File: src/rtl/wb_pkg.sv
// Shared types and constants for the register-file write-back initiator.
// The FSM encoding stays as plain localparams so legacy blocks can decode it.
package wb_pkg;

    localparam int REG_AW   = 5;
    localparam int DATA_W   = 32;
    localparam int NUM_REGS = 1 << REG_AW;

    typedef struct packed {
        logic [REG_AW-1:0] rd;
        logic [DATA_W-1:0] data;
    } wb_entry_t;

    typedef logic [1:0] wb_state_t;

    localparam wb_state_t ST_IDLE    = 2'd0;
    localparam wb_state_t ST_WRITE   = 2'd1;
    localparam wb_state_t ST_RELEASE = 2'd2;

    function automatic logic [NUM_REGS-1:0] rd_onehot(input logic [REG_AW-1:0] rd);
        rd_onehot     = '0;
        rd_onehot[rd] = 1'b1;
    endfunction

endpackage

File: src/rtl/wb_fifo.sv
// Circular write-back buffer: two pushes (slot 0 lands ahead of slot 1), one pop.
// Publishes count plus per-slot valid/rd so the owner can build a pending mask.
module wb_fifo
    import wb_pkg::*;
#(
    parameter int DEPTH = 4,
    localparam int PTR_W = $clog2(DEPTH),
    localparam int CW    = $clog2(DEPTH + 1)
) (
    input  logic                          clk,
    input  logic                          rst,
    input  logic                          push0_en,
    input  wb_entry_t                     push0_entry,
    input  logic                          push1_en,
    input  wb_entry_t                     push1_entry,
    input  logic                          pop_en,
    output wb_entry_t                     head,
    output logic [CW-1:0]                 count,
    output logic [DEPTH-1:0]              entry_valid,
    output logic [DEPTH-1:0][REG_AW-1:0]  entry_rd
);

    wb_entry_t             mem_q [DEPTH];
    wb_entry_t             mem_d [DEPTH];
    logic [PTR_W-1:0]      wr_ptr_q, wr_ptr_d;
    logic [PTR_W-1:0]      rd_ptr_q, rd_ptr_d;
    logic [CW-1:0]         count_q, count_d;
    logic [PTR_W-1:0]      push1_idx;
    logic [DEPTH-1:0][PTR_W-1:0] slot_offs;

    // NOTE: every signal assigned in always_comb gets a default first, so no path can infer a latch.
    always_comb begin
        mem_d     = mem_q;
        push1_idx = wr_ptr_q + (push0_en ? PTR_W'(1) : PTR_W'(0));
        if (push0_en) mem_d[wr_ptr_q] = push0_entry;
        if (push1_en) mem_d[push1_idx] = push1_entry;
        wr_ptr_d = wr_ptr_q + PTR_W'(push0_en) + PTR_W'(push1_en);
        rd_ptr_d = rd_ptr_q + PTR_W'(pop_en);
        count_d  = count_q + CW'(push0_en) + CW'(push1_en) - CW'(pop_en);
    end

    // NOTE: storage is not reset; whether a slot holds live data is decided by count and the pointers.
    always_ff @(posedge clk) begin
        mem_q <= mem_d;
    end

    // NOTE: sequential state uses non-blocking assignments so every flop samples pre-edge values.
    always_ff @(posedge clk) begin
        if (rst) begin
            wr_ptr_q <= '0;
            rd_ptr_q <= '0;
            count_q  <= '0;
        end else begin
            wr_ptr_q <= wr_ptr_d;
            rd_ptr_q <= rd_ptr_d;
            count_q  <= count_d;
        end
    end

    // A slot is live when its distance from the read pointer is below count.
    always_comb begin
        entry_valid = '0;
        entry_rd    = '0;
        slot_offs   = '0;
        for (int i = 0; i < DEPTH; i++) begin
            slot_offs[i]   = PTR_W'(i) - rd_ptr_q;
            entry_valid[i] = CW'(slot_offs[i]) < count_q;
            entry_rd[i]    = mem_q[i].rd;
        end
    end

    assign head  = mem_q[rd_ptr_q];
    assign count = count_q;

endmodule

File: src/rtl/wb_write_initiator.sv
// Write-back initiator: buffers ALU/load results and drives the register-file
// write port one entry at a time, holding each write until the file acknowledges.
module wb_write_initiator
    import wb_pkg::*;
#(
    parameter int DEPTH   = 4,
    parameter int TIMEOUT = 8,
    parameter int CNT_W   = 16
) (
    input  logic                 clk,
    input  logic                 rst,
    input  logic                 alu_valid,
    input  logic [REG_AW-1:0]    alu_rd,
    input  logic [DATA_W-1:0]    alu_data,
    output logic                 alu_ready,
    input  logic                 mem_valid,
    input  logic [REG_AW-1:0]    mem_rd,
    input  logic [DATA_W-1:0]    mem_data,
    output logic                 mem_ready,
    output logic [REG_AW-1:0]    rf_rd,
    output logic [DATA_W-1:0]    rf_data,
    output logic                 rf_write,
    input  logic                 rf_write_finish,
    output logic [NUM_REGS-1:0]  pending_mask,
    output logic                 busy,
    output logic                 err_timeout,
    output logic [CNT_W-1:0]     wr_count
);

    localparam int FCW = $clog2(DEPTH + 1);
    localparam int TW  = $clog2(TIMEOUT + 1);

    wb_state_t              state_q, state_d;
    logic [TW-1:0]          timer_q, timer_d;
    logic [REG_AW-1:0]      rf_rd_q, rf_rd_d;
    logic [DATA_W-1:0]      rf_data_q, rf_data_d;
    logic                   err_q, err_d;
    logic [CNT_W-1:0]       wr_count_q, wr_count_d;

    logic                   push0, push1, pop;
    wb_entry_t              mem_entry, alu_entry, head;
    logic [FCW-1:0]         fifo_count;
    logic [DEPTH-1:0]       ent_valid;
    logic [DEPTH-1:0][REG_AW-1:0] ent_rd;

    // Ready is derived from the registered count only; a same-cycle pop does not free a slot.
    always_comb begin
        mem_ready = fifo_count < FCW'(DEPTH);
        alu_ready = ({1'b0, fifo_count} + (FCW+1)'(mem_valid)) < (FCW+1)'(DEPTH);
        push0     = mem_valid & mem_ready & (mem_rd != '0);
        push1     = alu_valid & alu_ready & (alu_rd != '0);
        mem_entry = '{rd: mem_rd, data: mem_data};
        alu_entry = '{rd: alu_rd, data: alu_data};
    end

    // Load path owns slot 0 so it is enqueued ahead of a same-cycle ALU result.
    wb_fifo #(
        .DEPTH (DEPTH)
    ) u_fifo (
        .clk         (clk),
        .rst         (rst),
        .push0_en    (push0),
        .push0_entry (mem_entry),
        .push1_en    (push1),
        .push1_entry (alu_entry),
        .pop_en      (pop),
        .head        (head),
        .count       (fifo_count),
        .entry_valid (ent_valid),
        .entry_rd    (ent_rd)
    );

    always_comb begin
        state_d    = state_q;
        timer_d    = timer_q;
        rf_rd_d    = rf_rd_q;
        rf_data_d  = rf_data_q;
        err_d      = err_q;
        wr_count_d = wr_count_q;
        pop        = 1'b0;
        case (state_q)
            ST_IDLE: begin
                if (fifo_count != '0) begin
                    pop       = 1'b1;
                    rf_rd_d   = head.rd;
                    rf_data_d = head.data;
                    state_d   = ST_WRITE;
                end
            end
            ST_WRITE: begin
                if (rf_write_finish) begin
                    wr_count_d = wr_count_q + CNT_W'(1);
                    state_d    = ST_RELEASE;
                end else if (timer_q == TW'(TIMEOUT - 1)) begin
                    err_d   = 1'b1;
                    state_d = ST_RELEASE;
                end else begin
                    timer_d = timer_q + TW'(1);
                end
            end
            // One low cycle lets the level-coupled finish drop before the next write.
            ST_RELEASE: begin
                timer_d = '0;
                state_d = ST_IDLE;
            end
            default: begin
                timer_d = '0;
                state_d = ST_IDLE;
            end
        endcase
    end

    always_ff @(posedge clk) begin
        if (rst) begin
            state_q    <= ST_IDLE;
            timer_q    <= '0;
            rf_rd_q    <= '0;
            rf_data_q  <= '0;
            err_q      <= 1'b0;
            wr_count_q <= '0;
        end else begin
            state_q    <= state_d;
            timer_q    <= timer_d;
            rf_rd_q    <= rf_rd_d;
            rf_data_q  <= rf_data_d;
            err_q      <= err_d;
            wr_count_q <= wr_count_d;
        end
    end

    // Queued slots plus the in-flight entry; r0 is never a real destination.
    always_comb begin
        pending_mask = '0;
        for (int i = 0; i < DEPTH; i++) begin
            if (ent_valid[i]) pending_mask = pending_mask | rd_onehot(ent_rd[i]);
        end
        if (state_q != ST_IDLE) pending_mask = pending_mask | rd_onehot(rf_rd_q);
        pending_mask[0] = 1'b0;
    end

    assign rf_write    = (state_q == ST_WRITE);
    assign rf_rd       = rf_rd_q;
    assign rf_data     = rf_data_q;
    assign err_timeout = err_q;
    assign wr_count    = wr_count_q;
    assign busy        = (fifo_count != '0) | (state_q != ST_IDLE);

endmodule
File: config.mk
export PLATFORM = sky130hd
export DESIGN_NAME = wb_write_initiator
export DESIGN_NICKNAME = d
export VERILOG_FILES = /design/src/rtl/wb_pkg.sv /design/src/rtl/wb_fifo.sv /design/src/rtl/wb_write_initiator.sv
export SDC_FILE = /design/constraint.sdc
export NUM_CORES = 1
export LEC_CHECK = 0
export CORE_MARGIN = 10
export CORE_UTILIZATION = 65
export DETAILED_ROUTE_END_ITERATION = 10
export DONT_BUFFER_PORTS = 1
export HOLD_SLACK_MARGIN = 0.05
export PLACE_DENSITY = 0.84
export SETUP_SLACK_MARGIN = 0.02
export SKIP_CTS_REPAIR_TIMING = 1
export SYNTH_ARGS = -nofsm -noshare
export SYNTH_HDL_FRONTEND = slang
export SYNTH_HIERARCHICAL = 1
export SYNTH_SLANG_ARGS = --single-unit
File: constraint.sdc
create_clock -name clk -period 5.8 [get_ports clk]
set_input_delay 0.87 -clock clk [delete_from_list [all_inputs] [get_ports clk]]
set_output_delay 0.87 -clock clk [all_outputs]
set_load 0.03 [all_outputs]
Word-level counts from Yosys, hierarchy flattened --
Index checks and enable logic that the tools add are counted.
Cells by class: $add $sub $neg 14, $lt $le $gt $ge 21, eq/ne operators 6, multiplexer cells 36, bitwise logic cells 14, reductions and logical operators 17
Operators by type and width (count):
- 148-bit bitwise mux | 2
- 148-bit two-way mux | 2
- 32-bit two-way mux | 5
- 37-bit demux with 2-bit select | 2
- 37-bit two-way mux | 4
- 32-bit OR | 4
- 37-bit binary-select mux with 2-bit select | 1
- 5-bit by 6-bit < comparator with 1-bit output, second input constant | 5
- 1-bit demux with 5-bit select | 5
- 5-bit by 1-bit >= comparator with 1-bit output, second input constant | 5
- 16-bit by 1-bit adder with 16-bit output, second input constant | 1
- 2-bit by 3-bit < comparator with 1-bit output | 4
- 5-bit nonzero test | 2
- 3-bit >= comparator, second input constant | 3
- 2-bit inverter with 3-bit output | 3
- 1-bit two-way mux | 8
- 4-bit two-way mux | 2
- 4-bit case mux with 2 select lines | 1
- 1-bit logical AND | 7
- 2-bit by 1-bit adder with 2-bit output | 3
- 3-bit by 1-bit adder with 3-bit output | 2
- 3-bit by 1-bit < comparator with 1-bit output, second input constant | 2
- 2-bit two-way mux | 3
- 2-bit inequality test, second input constant | 3
- other kinds (20) | 29
Word-level totals: register bits 215, bits of input ports 79, output and inout bits 90, logic and storage cells 125

Logic depth before layout (Yosys ltp) --
Gate-level depths: netlist (run 1).
word-level depth 13, gate-level depth with buffers 12, mapped depth without buffers 10

Hierarchy --
The synthesis (run 1) kept the hierarchy.
By module, submodules not included:
- wb_fifo | instances 1, cells an instance 946, area each 7693.6 um^2, seq. area each 3103.0 um^2
- wb_write_initiator | instances 1, cells an instance 493, area each 3677.3 um^2, seq. area each 1201.2 um^2

Worst setup path before layout (run 1) --
No wires, ideal clock.
path type flip-flop to output port, start point register u_fifo.rd_ptr_q[1], end point output pending_mask[2], data arrival time 2.654 ns, required time 4.930 ns, path slack 2.276 ns, stages on the path, launching flop included 10, buffers on the path 1, cell sequence dfxtp_1 buf_1 inv_1 ha_1 a21oi_1 o21bai_1 or4b_2 o22ai_1 nor2_1 o21ai_0
On the way: elaborated cells on any way between the ends 17, those cells by class 4 x add/sub; 4 x order compare; 5 x mux; 4 x bitwise
RTL lines:
- start: declaration | RTL line wb_fifo.sv:26 | logic [PTR_W-1:0] rd_ptr_q, rd_ptr_d;
- start signal: assignment | RTL line wb_fifo.sv:55 | rd_ptr_q <= rd_ptr_d;
- 1-bit by 2-bit subtractor with 2-bit output * | RTL line wb_fifo.sv:66 | slot_offs[i] = PTR_W'(i) - rd_ptr_q;
- 2-bit by 3-bit < comparator with 1-bit output * | RTL line wb_fifo.sv:67 | entry_valid[i] = CW'(slot_offs[i]) < count_q;
- via ent_valid[1] | RTL line wb_write_initiator.sv:43 | logic [DEPTH-1:0] ent_valid;
- 32-bit two-way mux * | RTL line wb_write_initiator.sv:135 | if (ent_valid[i]) pending_mask = pending_mask | rd_onehot(ent_rd[i]);
- 32-bit OR | RTL line wb_write_initiator.sv:135
- 32-bit two-way mux * | RTL line wb_write_initiator.sv:135
- 32-bit OR | RTL line wb_write_initiator.sv:135
- 32-bit two-way mux * | RTL line wb_write_initiator.sv:135
- 32-bit OR | RTL line wb_write_initiator.sv:137 | if (state_q != ST_IDLE) pending_mask = pending_mask | rd_onehot(rf_rd_q);
- 32-bit two-way mux * | RTL line wb_write_initiator.sv:137
- end: declaration | RTL line wb_write_initiator.sv:24 | output logic [NUM_REGS-1:0] pending_mask,
The timed path passes the listed nets; every way through them passes the cells marked *.

Final worst setup path (run 1) --
start point register u_fifo.rd_ptr_q[1], end point output pending_mask[17]
Same word-level chain as after synthesis.

==> results of run 1 <==
==> cell usage in the layout, fill, tap and decap left out, types with 10 or more instances in the layout <==
cell and count:
sky130_fd_sc_hd__nand2b_1 11, sky130_fd_sc_hd__clkbuf_16 23, sky130_fd_sc_hd__o21ai_0 28, sky130_fd_sc_hd__nand4_1 10, sky130_fd_sc_hd__nand2_1 388, sky130_fd_sc_hd__dfxtp_1 213, sky130_fd_sc_hd__a21oi_1 48, sky130_fd_sc_hd__nor2b_1 20
sky130_fd_sc_hd__buf_4 17, sky130_fd_sc_hd__nor3_1 157, sky130_fd_sc_hd__mux4_2 37, sky130_fd_sc_hd__o22ai_1 22, sky130_fd_sc_hd__inv_1 11, sky130_fd_sc_hd__a31oi_1 150, sky130_fd_sc_hd__nor2_1 40, sky130_fd_sc_hd__xnor2_1 11
sky130_fd_sc_hd__a211oi_1 12
==> metrics by stage <==
step	instances	power, mW	utilization (%)	worst slack, ns	instance area [µm²]
after floorplan	1439	5.91	-	2.28	11400
after global placement	1542	6.57	64.6	1.66	11100
after detailed placement	1542	6.72	64.6	1.58	11100
after CTS	1584	8.21	69.1	1.59	11900
after global routing	1584	8.76	69.1	1.34	11900
final	1584	8.33	69.1	1.48	11900
==> layout make-up <==
class	count	area, µm²	area share (%)
multi-input cells	1074	6380	53.6
clock inverters	11	121	1.02
flip-flops and latches	215	4310	36.2
repair buffers	17	128	1.07
well taps	225	282	2.36
inverters	11	41.3	0.347
clock buffers	31	646	5.42
==> synth_stat cells, types with 4 or more instances <==
cell,count
sky130_fd_sc_hd__nor4bb_1,5
sky130_fd_sc_hd__mux4_2,37
sky130_fd_sc_hd__buf_1,8
sky130_fd_sc_hd__ha_1,9
sky130_fd_sc_hd__or4bb_1,5
sky130_fd_sc_hd__inv_1,11
sky130_fd_sc_hd__nand2_1,389
sky130_fd_sc_hd__nand4_1,10
sky130_fd_sc_hd__or3_1,9
sky130_fd_sc_hd__nand4b_1,6
sky130_fd_sc_hd__nand3_1,9
sky130_fd_sc_hd__clkbuf_1,56
sky130_fd_sc_hd__nand3b_1,4
sky130_fd_sc_hd__o211ai_1,9
sky130_fd_sc_hd__a22o_1,8
sky130_fd_sc_hd__a22oi_1,5
sky130_fd_sc_hd__nor2_1,40
sky130_fd_sc_hd__nor2b_1,20
sky130_fd_sc_hd__o22a_1,6
sky130_fd_sc_hd__nor3_1,157
sky130_fd_sc_hd__o21ai_0,28
sky130_fd_sc_hd__nand2b_1,13
sky130_fd_sc_hd__a211oi_1,12
sky130_fd_sc_hd__or2_2,5
sky130_fd_sc_hd__buf_4,21
sky130_fd_sc_hd__a21oi_1,48
sky130_fd_sc_hd__xor2_1,7
sky130_fd_sc_hd__a31oi_1,150
sky130_fd_sc_hd__o22ai_1,22
sky130_fd_sc_hd__or3b_2,4
sky130_fd_sc_hd__xnor2_1,12
sky130_fd_sc_hd__dfxtp_1,215
sky130_fd_sc_hd__buf_2,53
==> flip-flops by register name (all words and copies together), names as in the netlist <==
register and flops:
wr_count 16, u_fifo/entry_rd 20, err_timeout 1, rf_rd 5, u_fifo/count 3, state_q 2, timer_q 4, rf_data 32
u_fifo/rd_ptr_q 2, u_fifo/mem_q 128, u_fifo/wr_ptr_q 2
==> critical path, cell delays in order (launching register included) <==
cell and delay, ns:
sky130_fd_sc_hd__dfxtp_2 0.54, sky130_fd_sc_hd__inv_1 0.08, sky130_fd_sc_hd__ha_1 0.30, sky130_fd_sc_hd__a21oi_1 0.04
sky130_fd_sc_hd__o21bai_1 0.61, sky130_fd_sc_hd__nor4bb_1 0.66, sky130_fd_sc_hd__nor2b_1 0.21, sky130_fd_sc_hd__a211oi_1 0.06
sky130_fd_sc_hd__o21ai_0 0.40
==> how the worst max path moves through the flow <==
stage / startpoint / to / slack (ns) / cells after the start
floorplan: u_fifo/rd_ptr_q[1]$_SDFF_PP0_ / pending_mask[2] / 2.28 / 9
global placement: mem_rd[1] / u_fifo/entry_rd[19]$_DFF_P_ / 1.66 / 6
detailed placement: mem_rd[1] / u_fifo/mem_q[15]$_DFF_P_ / 1.58 / 6
CTS: u_fifo/rd_ptr_q[1]$_SDFF_PP0_ / pending_mask[1] / 1.59 / 8
global route: u_fifo/count[1]$_SDFF_PP0_ / pending_mask[18] / 1.34 / 8
finish: u_fifo/rd_ptr_q[1]$_SDFF_PP0_ / pending_mask[17] / 1.48 / 8
==> report_power, final <==
part	leakage (nW)	internal [mW]	switching, mW
logic	2.14	1.32	2.31
clock network	0.374	0.875	0.616
registers	1.80	2.23	0.974
==> kinds of logic after synthesis <==
family          count (synthesis)
simple gates                  704
compound gates                300
flops                         215
buf+inv                       150
mux                            38
xor+xnor                       19
fa+ha+maj                      12
other cells                     1
==> routing by layer <==
| layer | part of all wire, % | global-route usage (%) |
|---|---|---|
| met2 | 46 | 47.2 |
| met3 | 14 | 9.54 |
| met1 | 36 | 35.6 |
| met4 | 3.6 | 11.6 |
| met5 | 0 | 0 |
==> key figures, run 1 <==
Synth
  • Total standard cell area after synthesis: 0.0114 mm²
  • Synth Area in Simple Gates: a little under 30%
  • Post-synth net total: 1,530
  • Compound-cell area share of the yosys netlist: 16.5%
  • Unique masters post-synth: 61
  • Dominant combinational cell family by area after synthesis: simple AND/OR/NAND/NOR gates
  • Avg Inst Size Synth: 7.90 µm²
  • Synth Register Bits: 215
  • Top cell type's share of synthesized area: 37.9%
  • Main area contributors after synthesis: sky130_fd_sc_hd__dfxtp_1 38%, sky130_fd_sc_hd__nand2_1 13%, sky130_fd_sc_hd__a31oi_1 8.3%
  • FFs w/ async S/R, synth: 0%
  • Number of enable-type register cells in the synthesized netlist: 0
  • Most used flip-flop cell after synthesis: sky130_fd_sc_hd__dfxtp_1
  • Cell accounting for the most synthesized area: sky130_fd_sc_hd__dfxtp_1
  • Yosys synthesis warning count: 6
  • Fraction of the yosys area taken by sequential cells: 37.9%
  • Post-synthesis instance total: 1,439
  • Multiplexer share of the synthesized area: 7.42%
  • Adder-Cell Fraction of Synth Area: 1.52%
  • Xor-xnor portion of the synthesized cell area: 1.46%

Route
  • Violation count after the first detailed-route iteration: 1,507
  • Average wire length per cell after detail routing: 23.0 µm
  • Drt first pass iters: 6
  • Final WL: 36,400 µm
  • Via-per-instance ratio: 7.00
  • Drt drc: 0
  • Final ANT Viol Nets: 0
  • Via count: approximately 11k

Pwr
  • Worst supply voltage drop on vdd: 0.439 mV
  • Power density relative to cell area: roughly 700 mW/mm²
  • Leakage: 4.31 nW

Final layout
  • Proportion of layout cells with a drive suffix above 1: 8.54%
  • Total of fill cells in the finished design: 1,385
  • Number of diodes added for antenna fixing: 0
  • Area growth from synthesis to final layout: 4.73%
  • Count of nets after finishing: 1,433

Timing
  • Worst Hold Margin: around 0.42 ns
  • Final sum of negative setup slack: 0 ns
  • Number of failing hold endpoints at the final stage: 0
  • Final number of setup-violating endpoints: 0
  • Maximum clock frequency: 232 MHz
  • Shortest period the worst path allows: 4.32 ns
  • Clock tree skew after final layout: 0.0238 ns
  • Actual slew at the worst max-slew pin: 1.28 ns
  • Slew Limit Fails: 0
  • Period Utilization, post-route: 74.4%
  • Unrepaired setup endpoints after global routing: no
  • Worst rel slew slack: between 10 and 15%

Die
  • Number of I/O pins: roughly 170
  • Initial cell density of the core: roughly 66%
  • Total die area: 0.0232 mm²
  • Die height: 152 µm
  • Core footprint: 0.0172 mm²
  • Std cell rows: 48
  • Floorplan die width: 152 µm

Clock network
  • Root buffer cell: sky130_fd_sc_hd__clkbuf_16
  • Total number of clock tree sinks: 215
  • CTS tree: yes
  • Max Root-Sink Buffers: 3
  • Later-pin clock latency in the skew report: approximately 0.52 ns
  • Number of buffers created by CTS: 23
  • Register clock-pin slew on the reported worst setup and hold paths: 0.06 ns
  • CTS H-Tree Depth: 1

Worst setup path
  • Category of the worst setup path launch point: flip-flop
  • Required @ worst endpoint: around 4.9 ns
  • Critical path endpoint category: output port
  • Critical path data arrival time: 3.45 ns
  • Crit Path Max Fanout: 12
  • Startpoint of the most critical register-to-register path: u_fifo/count[2]$_SDFF_PP0_
  • Capturing point of the worst reg2reg path: u_fifo/mem_q[29]$_DFF_P_
  • Reg-to-reg slack, setup: between 1.5 and 2 ns
  • Kind of critical path: reg -> out
  • Worst reg-to-reg path cell count: 6

Global route
  • Vias in the first global route: roughly 11k
  • Tot GR Track Use: 29.3%
  • Global route overflow: 0
  • Wire length of the first global-routing pass: 57,700 µm
  • Antenna violations before repair: 0
  • Maximum number of pins on one net before global-route repair: between 70 and 80

Min path
  • Hold worst-path end: rf_data[0]$_SDFFE_PP0P_
  • Worst Min Path Start: rst
  • Cell count of the worst hold path: 1
  • Type of the most critical hold path: in -> reg

Job
  • Number of max-capacitance violations reported: 0

Place
  • Final weighted congestion in routability-driven placement: 0.998
  • Detailed-placement wirelength estimate: between 20,000 and 25,000 µm
  • Input/output buffers: 0

Status
  • Result of the run: complete, no violations
(Power assumes the default switching activity.)
==> inputs of run 2 (changes only) <==
Settings changed: CORE_UTILIZATION 65 to 64, PLACE_DENSITY 0.84 to 0.83.
Clock period 5.8 ns to 4.3 ns, I/O delays scaled along.
==> run 2 against run 1 <==
  * Hold slack worse by 0.22 ns
  * First-iteration DRC count is 24% lower
  * Power is 35% higher
  * Critical path depth stayed put
  * Design area is 0.50% higher
  * Largest cell class unchanged
==> key figures, run 2 (synthesized netlist as in run 1, its figures left out) <==
Job
  • Number of max-capacitance violations reported: 0 (unchanged)

Clock network
  • Later-pin clock latency in the skew report: 0.51 ns (was 0.52 ns)
  • Root buffer cell: sky130_fd_sc_hd__clkbuf_16 (unchanged)
  • CTS tree: yes (unchanged)
  • Register clock-pin slew on the reported worst setup and hold paths: 0.06 ns (about the same)
  • Total number of clock tree sinks: 215 (unchanged)
  • Number of buffers created by CTS: 23 (unchanged)
  • CTS H-Tree Depth: 1 (unchanged)
  • Max Root-Sink Buffers: 3 (unchanged)

Timing
  • Unrepaired setup endpoints after global routing: no (unchanged)
  • Final sum of negative setup slack: 0 ns (unchanged)
  • Final number of setup-violating endpoints: 0 (unchanged)
  • Shortest period the worst path allows: 3.88 ns
  • Actual slew at the worst max-slew pin: 1.12 ns (was 1.28 ns)
  • Number of failing hold endpoints at the final stage: 0 (unchanged)
  • Final worst slack: 0.422 ns (was 1.48 ns)
  • Worst rel slew slack: 24.5% (was 14.2%)
  • Maximum clock frequency: 258 MHz
  • Period Utilization, post-route: 90.2%
  • Slew Limit Fails: 0 (unchanged)
  • Clock tree skew after final layout: 0.0172 ns (was 0.0238 ns)

Place
  • Input/output buffers: 0 (unchanged)
  • Worst setup timing slack at the placement stage: 0.997 ns (was 1.58 ns)
  • Final weighted congestion in routability-driven placement: 1.00 (was 0.998)
  • DP Area: 0.0112 mm² (was 0.0111 mm²)
  • Detailed-placement wirelength estimate: 22,900 µm (was 23,000 µm)

Final layout
  • Total of fill cells in the finished design: 1,426 (was 1,385)
  • Area growth from synthesis to final layout: 5.26% (was 4.73%)
  • Flip-flop count of the largest register after layout: 128 (unchanged)
  • Register bank with the most flops: u_fifo/mem_q (unchanged)
  • Commonest non-fill, non-tap cells in the layout: 388 x sky130_fd_sc_hd__nand2_1, 213 x sky130_fd_sc_hd__dfxtp_1, 157 x sky130_fd_sc_hd__nor3_1, 150 x sky130_fd_sc_hd__a31oi_1, 48 x sky130_fd_sc_hd__a21oi_1 (unchanged)
  • Number of diodes added for antenna fixing: 0 (unchanged)
  • Count of nets after finishing: 1,441 (was 1,433)
  • Commonest non-fill, non-tap cell in the layout: sky130_fd_sc_hd__nand2_1 (unchanged)
  • Post-route cell area: 0.0120 mm² (was 0.0119 mm²)
  • Proportion of layout cells with a drive suffix above 1: 8.78% (was 8.54%)

Pwr
  • Worst supply voltage drop on vdd: 0.690 mV (was 0.439 mV)
  • Leakage: 4.35 nW (was 4.31 nW)
  • Power density relative to cell area: 941 mW/mm² (was 699 mW/mm²)

Global route
  • Vias in the first global route: 10.7k (was 10.8k)
  • Maximum number of pins on one net before global-route repair: 67 (was 75)
  • Tot GR Track Use: 29.4% (was 29.3%)
  • Global route overflow: 0 (unchanged)
  • Antenna violations before repair: 0 (unchanged)
  • Wire length of the first global-routing pass: 58,300 µm (was 57,700 µm)

Die
  • Floorplan die width: 153 µm (was 152 µm)
  • Die height: 153 µm (was 152 µm)
  • Initial cell density of the core: 65.5% (was 66.0%)
  • Total die area: 0.0235 mm² (was 0.0232 mm²)
  • Number of I/O pins: 169 (unchanged)
  • Core footprint: 0.0174 mm² (was 0.0172 mm²)
  • Std cell rows: 48 (unchanged)

Route
  • Violation count after the first detailed-route iteration: 1,143 (was 1,507)
  • Via count: 11.1k (about the same)
  • Via-per-instance ratio: 6.96 (was 7.00)
  • Average wire length per cell after detail routing: 23.1 µm (was 23.0 µm)
  • Final WL: 36,800 µm (was 36,400 µm)
  • Final ANT Viol Nets: 0 (unchanged)
  • Drt first pass iters: 6 (unchanged)
  • Drt drc: 0 (unchanged)

Worst setup path
  • Max incr delay on CP: 0.61 ns (was 0.66 ns)
  • Required @ worst endpoint: 3.65 ns (was 4.93 ns)
  • Startpoint of the most critical register-to-register path: u_fifo/count[2]$_SDFF_PP0_ (unchanged)
  • Reg-to-reg slack, setup: 1.37 ns (was 1.93 ns)
  • Capturing point of the worst reg2reg path: u_fifo/mem_q[65]$_DFF_P_ (was u_fifo/mem_q[29]$_DFF_P_)
  • Cell-by-cell listing of the critical path: inv_1 > ha_1 > a21oi_1 > o21bai_1 > nor4bb_1 > nor2b_1 > a211oi_1 > o21ai_0 (unchanged)
  • Slowest cell on the critical path: sky130_fd_sc_hd__nor4bb_1 (unchanged)
  • Worst reg-to-reg path cell count: 8 (was 6)
  • Category of the worst setup path launch point: flip-flop (unchanged)
  • Crit Path Max Fanout: 8 (was 12)
  • Critical path data arrival time: 3.23 ns (was 3.45 ns)
  • Crit. Startpoint: u_fifo/count[1]$_SDFF_PP0_ (was u_fifo/rd_ptr_q[1]$_SDFF_PP0_)
  • Critical path endpoint category: output port (unchanged)
  • Kind of critical path: reg -> out (unchanged)

Min path
  • Worst Min Path Start: rst (unchanged)
  • Type of the most critical hold path: in -> reg (unchanged)
  • Cell count of the worst hold path: 1 (unchanged)
  • Hold worst-path end: u_fifo/wr_ptr_q[1]$_SDFF_PP0_ (was rf_data[0]$_SDFFE_PP0P_)

Status
  • Result of the run: complete, no violations (unchanged)
run 2: changes by cell type in the layout (fill, tap and decap cells not counted):
cell,change
sky130_fd_sc_hd__inv_6,-1
sky130_fd_sc_hd__clkinv_2,-1
sky130_fd_sc_hd__clkbuf_8,+1
sky130_fd_sc_hd__clkinvlp_4,-2
sky130_fd_sc_hd__buf_4,+7
sky130_fd_sc_hd__clkinv_4,-1
sky130_fd_sc_hd__buf_12,+1
sky130_fd_sc_hd__clkbuf_1,+3
run 2: stage by stage:
| step | util, % | hold slack [ns] | power, mW | cells |
|---|---|---|---|---|
| floorplan | - | 0.451 | 7.97 | 1439 |
| global placement | 64.6 | 0.460 | 8.95 | 1550 |
| detailed placement | 64.6 | 0.466 | 9.12 | 1550 |
| CTS | 69.0 | 0.187 | 11.1 | 1591 |
| global route | 69.0 | 0.193 | 11.9 | 1591 |
| finish | 69.0 | 0.203 | 11.3 | 1591 |
run 2: how the worst max path moves through the flow:
stage                     depth (start not counted)  slack (ns)          endpoint
after floorplan                                   9        1.00   pending_mask[2]
after global placement                            8        1.06   pending_mask[1]
after detailed placement                          8         1.0   pending_mask[1]
after CTS                                         8        0.47   pending_mask[1]
after global routing                              8        0.24  pending_mask[17]
final                                             8        0.42  pending_mask[18]
run 2: final cells by class:
class / count / area (µm²) / area share (%)
Sequential cell: 215 / 4310 / 36.0
Timing Repair Buffer: 25 / 200 / 1.67
Tap cell: 225 / 282 / 2.35
Multi-Input combinational cell: 1074 / 6380 / 53.3
Inverter: 11 / 41.3 / 0.345
Clock buffer: 35 / 671 / 5.60
Clock inverter: 6 / 83.8 / 0.700
run 2: worst max-delay path, delay by kind of cell, from the launching register on:
family	cells	cell delay, ns
adders and majority gates	1	0.33
DFF	1	0.39
and+or+nand+nor	2	0.81
AOI/OAI and AO/OA	4	1.05
buffers and inverters	1	0.14
run 2: report_power, final:
group	internal, mW	leakage (nW)	total, mW	switching, mW
Combinational	1.84	2.18	5.02	3.18
Sequential	3.01	1.80	4.27	1.26
Clock	1.19	0.372	1.97	0.779
run 2: metal layers:
layer	track usage (%)	vias up	part of all wire, %	routed length [µm]
met3	10.3	110	14	5270
met5	0	-	0	0
met2	46.2	811	45	16700
met4	10.2	0	2.9	1050
li1	-	4968	-	-
met1	36.6	5191	38	13800
